### config.mk
export PLATFORM = sky130hd
export DESIGN_NAME = window_accumulator
export DESIGN_NICKNAME = d
export VERILOG_FILES = /design/src/rtl/window_accumulator_pkg.sv /design/src/rtl/window_sample_buffer.sv /design/src/rtl/window_accumulator.sv
export SDC_FILE = /design/constraint.sdc
export NUM_CORES = 1
export LEC_CHECK = 0
export BUFFER_PORTS_ARGS = -buffer_cell sky130_fd_sc_hd__clkbuf_2
export CAP_MARGIN = 20
export CORE_ASPECT_RATIO = 1.5
export CORE_UTILIZATION = 30
export DETAILED_ROUTE_END_ITERATION = 10
export PLACE_DENSITY_LB_ADDON = 0.08
export SYNTH_ARGS = -nofsm -noshare
export SYNTH_HDL_FRONTEND = slang
export SYNTH_HIERARCHICAL = 1
export SYNTH_SLANG_ARGS = --single-unit
### constraint.sdc
create_clock -name i_clk -period 3.95 [get_ports i_clk]
set_clock_uncertainty 0.15 [all_clocks]
set_input_delay 0.1975 -clock i_clk [delete_from_list [all_inputs] [get_ports i_clk]]
set_output_delay 0.1975 -clock i_clk [all_outputs]
set_load 0.03 [all_outputs]
### src/rtl/window_accumulator_pkg.sv
// Shared types and helpers for the sliding-window accumulator.
package window_accumulator_pkg;

  typedef enum logic {
    FILL = 1'b0,
    FULL = 1'b1
  } state_e;

  typedef enum logic {
    MODE_SUM  = 1'b0,
    MODE_MEAN = 1'b1
  } mode_e;

  function automatic int sum_width(input int din, input int win);
    return din + $clog2(win);
  endfunction

endpackage

### src/rtl/window_sample_buffer.sv
// Circular sample store; the slot at the write pointer is always the oldest sample.
module window_sample_buffer
  import window_accumulator_pkg::*;
#(
  parameter int DATA_WIDTH_IN = 8,
  parameter int WINDOW        = 4
) (
  input  logic                     i_clk,
  input  logic                     i_rst,
  input  logic                     i_we,
  input  logic                     i_clr,
  input  logic [DATA_WIDTH_IN-1:0] i_wdata,
  output logic [DATA_WIDTH_IN-1:0] o_old
);

  localparam int PW = $clog2(WINDOW);

  logic [DATA_WIDTH_IN-1:0] r_mem [WINDOW];
  logic [PW-1:0]            r_ptr;
  logic [PW-1:0]            w_ptr_nx;

  assign w_ptr_nx = (r_ptr == PW'(WINDOW - 1)) ? '0 : r_ptr + PW'(1);
  assign o_old    = r_mem[r_ptr];

  always_ff @(posedge i_clk or negedge i_rst) begin
    if (!i_rst) begin
      r_ptr <= '0;
    end else if (i_clr) begin
      r_ptr <= '0;
    end else if (i_we) begin
      r_ptr <= w_ptr_nx;
    end
  end

  // Contents are never read before written, so no reset.
  always_ff @(posedge i_clk) begin
    if (i_we) begin
      r_mem[r_ptr] <= i_wdata;
    end
  end

endmodule

### src/rtl/window_accumulator.sv
// Sliding-window sum/mean accumulator with one-cycle registered output.
// Define WINDOW_ACCUMULATOR_SAT_EN to saturate instead of truncate on narrow outputs.
module window_accumulator
  import window_accumulator_pkg::*;
#(
  parameter int DATA_WIDTH_IN  = 8,
  parameter int DATA_WIDTH_OUT = 16,
  parameter int WINDOW         = 4
) (
  input  logic                      i_clk,
  input  logic                      i_rst,
  input  logic                      i_valid,
  input  logic [DATA_WIDTH_IN-1:0]  i_data,
  input  logic                      i_mode,
  input  logic                      i_clear,
  output logic                      o_valid,
  output logic [DATA_WIDTH_OUT-1:0] o_data,
  output logic                      o_full
);

  localparam int SUM_W = sum_width(DATA_WIDTH_IN, WINDOW);
  localparam int LOG2W = $clog2(WINDOW);
  localparam int CW    = LOG2W + 1;

  if (WINDOW < 2 || (WINDOW & (WINDOW - 1)) != 0) begin : g_bad_window
    $error("WINDOW must be a power of two and at least 2");
  end

  state_e                    r_state;
  state_e                    w_state_nx;
  logic [CW-1:0]             r_cnt;
  logic [CW-1:0]             w_cnt_nx;
  logic [SUM_W-1:0]          r_sum;
  logic [SUM_W-1:0]          w_sum_nx;
  logic [SUM_W-1:0]          w_res;
  logic [DATA_WIDTH_OUT-1:0] w_out;
  logic [DATA_WIDTH_IN-1:0]  w_old;
  logic                      w_acc;
  mode_e                     w_mode;

  window_sample_buffer #(
    .DATA_WIDTH_IN (DATA_WIDTH_IN),
    .WINDOW        (WINDOW)
  ) u_buf (
    .i_clk   (i_clk),
    .i_rst   (i_rst),
    .i_we    (w_acc),
    .i_clr   (i_clear),
    .i_wdata (i_data),
    .o_old   (w_old)
  );

  always_ff @(posedge i_clk or negedge i_rst) begin
    if (!i_rst) begin
      r_state <= FILL;
      r_cnt   <= '0;
      r_sum   <= '0;
    end else begin
      r_state <= w_state_nx;
      r_cnt   <= w_cnt_nx;
      r_sum   <= w_sum_nx;
    end
  end

  always_comb begin
    w_state_nx = r_state;
    w_cnt_nx   = r_cnt;
    w_sum_nx   = r_sum;
    w_acc      = 1'b0;
    if (i_clear) begin
      w_state_nx = FILL;
      w_cnt_nx   = '0;
      w_sum_nx   = '0;
    end else if (i_valid) begin
      w_acc = 1'b1;
      unique case (r_state)
        FILL: begin
          w_sum_nx = r_sum + SUM_W'(i_data);
          w_cnt_nx = r_cnt + CW'(1);
          if (r_cnt == CW'(WINDOW - 1)) begin
            w_state_nx = FULL;
          end
        end
        FULL: begin
          // Oldest sample leaves as the new one enters.
          w_sum_nx = r_sum + SUM_W'(i_data) - SUM_W'(w_old);
        end
        default: ;
      endcase
    end
  end

  assign w_mode = mode_e'(i_mode);
  assign w_res  = (w_mode == MODE_MEAN) ? (w_sum_nx >> LOG2W) : w_sum_nx;

`ifdef WINDOW_ACCUMULATOR_SAT_EN
  logic w_over;
  assign w_over = |(w_res >> DATA_WIDTH_OUT);
  assign w_out  = w_over ? '1 : DATA_WIDTH_OUT'(w_res);
`else
  assign w_out  = DATA_WIDTH_OUT'(w_res);
`endif

  always_ff @(posedge i_clk or negedge i_rst) begin
    if (!i_rst) begin
      o_valid <= 1'b0;
      o_data  <= '0;
      o_full  <= 1'b0;
    end else if (i_clear) begin
      o_valid <= 1'b0;
      o_data  <= '0;
      o_full  <= 1'b0;
    end else if (i_valid) begin
      o_valid <= 1'b1;
      o_data  <= w_out;
      o_full  <= (w_state_nx == FULL);
    end else begin
      o_valid <= 1'b0;
    end
  end

endmodule

==> metrics <==
run status completed; hold_ws 0.04148 ns; EDFF count, synth 32; Synth Register Bits 60; Final WS setup 0.2706 ns; global route overflow 0; CTS root buffer clkbuf_16; P per Cell Area about 500 nW/µm²; CTS tree built; f_max around 0.27 GHz; Leak Pwr 1.752 nW; Final Max Tran Viols 0; Synth Area in Simple Gates 11.23%; Setup CP Type input port to flop; Period minus WS final ~3.7 ns; # setup viols final 0; WP data required 4.02 ns; RePlAce Congestion 0.8846; Final Util 37.65%; fillers 1,173; # rows 47; hold crit path type input port to flop; worst vdd ir 0.2616 mV; Critical Path End Type flop; drt wl/cell 17.85 µm; register area 1662 µm²; initial drt markers 72; Clk Latency, worst-skew pair around 0.33 ns; Post-Synth XOR/XNOR Area around 2.8%; Netlist Area Pre-Place 3421 µm²; clock sink total 60; post-route cell area 4163 µm²; Vias ~2,400; Synth area leaders edfxtp_1 (28%), dfrtp_1 (20%), ha_1 (8.0%), mux4_2 (4.6%), nor2_1 (3.1%); antenna viol nets, final 0; most common cell in the netlist edfxtp_1; Placeable Area 11,060 µm²; initial antenna violation count 0; top cell type's share of synthesized area 28.09%; MaxCap Viol Count 0; DP Area 3706 µm²; top_reg_cell synth edfxtp_1; nets ~380; Yosys top cell by area edfxtp_1; share of flip-flops with an asynchronous set or reset 46.67%; synth warn 6; H-tree depth 3; post-DP HPWL about 6300 µm; IO Pins 31; fraction of layout cells with a size suffix above 1 20.75%; Tcrit/Tclk final 93.15%; Chip Width 89.19 µm; Place WS ~0.14 ns; Multi-input gate area 1629 µm²; Fin. Hold Viols 0; Pre-antenna DRT Iters 4; Synth top cells by count edfxtp_1 (32), dfrtp_1 (28), nor2_1 (28), inv_1 (23), ha_1 (22); Sum Neg Setup Slack 0 ns; Via-to-Cell Ratio 4.818; Area Growth Syn to Fin 21.69%; dpl cells 466; Post-Layout Cell Count around 500; CTS max path bufs 2; mux cell area share after synthesis 8.339%; RSZ-0062 raised after global routing no; Num CTS Buffers 9; first-pass GRT wire length between 10,000 and 15,000 µm; DIE AREA roughly 12,000 µm²; CTS clk-pin slew, worst paths 0.06 ns; Synth Instances just under 300; Startpoint Class input port; vias in the first global route 2,510; Post-Synth Adder-Cell Area a little under a tenth; critical path arrival 3.75 ns; synth unique cells 59; largest net degree at the start of global routing 29; I/O Buffers 24; drc violations 0; Avg Cell Area, Syn 11.48 µm²; Antenna diodes 0; largest family of logic cells by synthesized area compound AO/OA/AOI/OAI gates; Pwr Total 2.086 mW; initial core utilization 30.94%; relative slew slack 46.94%; complex-gate fraction of the synthesized area 14.56%; overall global routing resource usage between 15 and 20%; DIE HEIGHT between 100 and 150 µm; total wire length 8818 µm; Seq/Total Area, Yosys 48.57%; Slew @ Worst Pin approximately 0.8 ns; CP max FO 6
power by group:
group          internal [mW]  total [mW]  leakage (nW)  switching, mW
Clock                  0.549       0.834         0.155          0.285
Combinational          0.223       0.535         0.932          0.313
Sequential             0.695       0.717         0.665         0.0220
layer usage:
layer	vias to the layer above	wire (µm)	global-route usage, %
met4	0	317	9.436
met2	43	4424	26.55
met5	-	0	0
met3	20	244	2.870
met1	1155	3832	20.17
li1	1162	-	-
path summary, 6_finish.rpt:
path / endpoint / slack (ns) / depth (start not counted) / startpoint
hold reg to reg: o_data[9]$_DFFE_PN0P_ / 0.34 / 2 / o_data[9]$_DFFE_PN0P_
hold / removal: o_data[5]$_DFFE_PN0P_ / 0.04 / 3 / i_mode
min in group asynchronous: o_data[0]$_DFFE_PN0P_ / 0.33 / 2 / i_rst
max in group asynchronous: o_data[9]$_DFFE_PN0P_ / 2.82 / 2 / i_rst
setup / recovery: r_sum[9]$_DFF_PN0_ / 0.27 / 16 / i_data[1]
setup reg to reg: r_sum[9]$_DFF_PN0_ / 0.36 / 15 / r_sum[0]$_DFF_PN0_
critical path: stages:
cell and delay, ns:
dlygate4sd3_1 0.53, clkbuf_2 0.16, inv_1 0.07, fa_1 0.45, nand2b_1 0.20, a21oi_2 0.21, o21ai_0 0.13, and2_1 0.16
ha_2 0.31, a2111oi_4 0.37, a211oi_1 0.14, nor4_2 0.18, xor2_1 0.18, buf_4 0.15, a21oi_1 0.06, a31o_2 0.23
cells by family (layout without fill, tap and decap cells):
group | Yosys count | after routing
simple gates | 77 | 77
xor+xnor | 11 | 11
mux | 18 | 18
other cells | 1 | 6
fa+ha+maj | 24 | 24
flops | 60 | 60
buf+inv | 38 | 82
compound gates | 69 | 69
placed cells by master (no fill, tap or decap), types with 8 or more instances in the layout:
cell           instances
a211oi_1               9
a21oi_1               13
and2_1                 8
buf_4                 10
clkbuf_16              9
clkbuf_2              24
dfrtp_1               28
dlygate4sd3_1          9
edfxtp_1              32
ha_1                  21
inv_1                 23
mux2i_1                9
nand2_1               14
nor2_1                28
o21ai_0               12
xnor2_1                8
registers in the layout, indices dropped and copies added, names as in the netlist:
register	flops
o_data	10
o_full	1
o_valid	1
r_cnt	3
r_state	1
r_sum	10
u_buf/r_mem	32
u_buf/r_ptr	2
area by class of cell:
class	instances	share of cell area, %
flip-flops and latches	60	39.92
multi-input cells	205	39.13
repair buffers	43	6.853
clock buffers	9	5.410
well taps	147	4.418
clock inverters	7	2.194
inverters	23	2.074
repair_timing:
action,CTS,global route
resized for setup,0,4
endpoints found under the hold margin,60,0
endpoints found under the setup margin,0,4
hold buffers,9,0
buffers inserted,0,3
No activity file was read; power rests on OpenSTA's default activity.
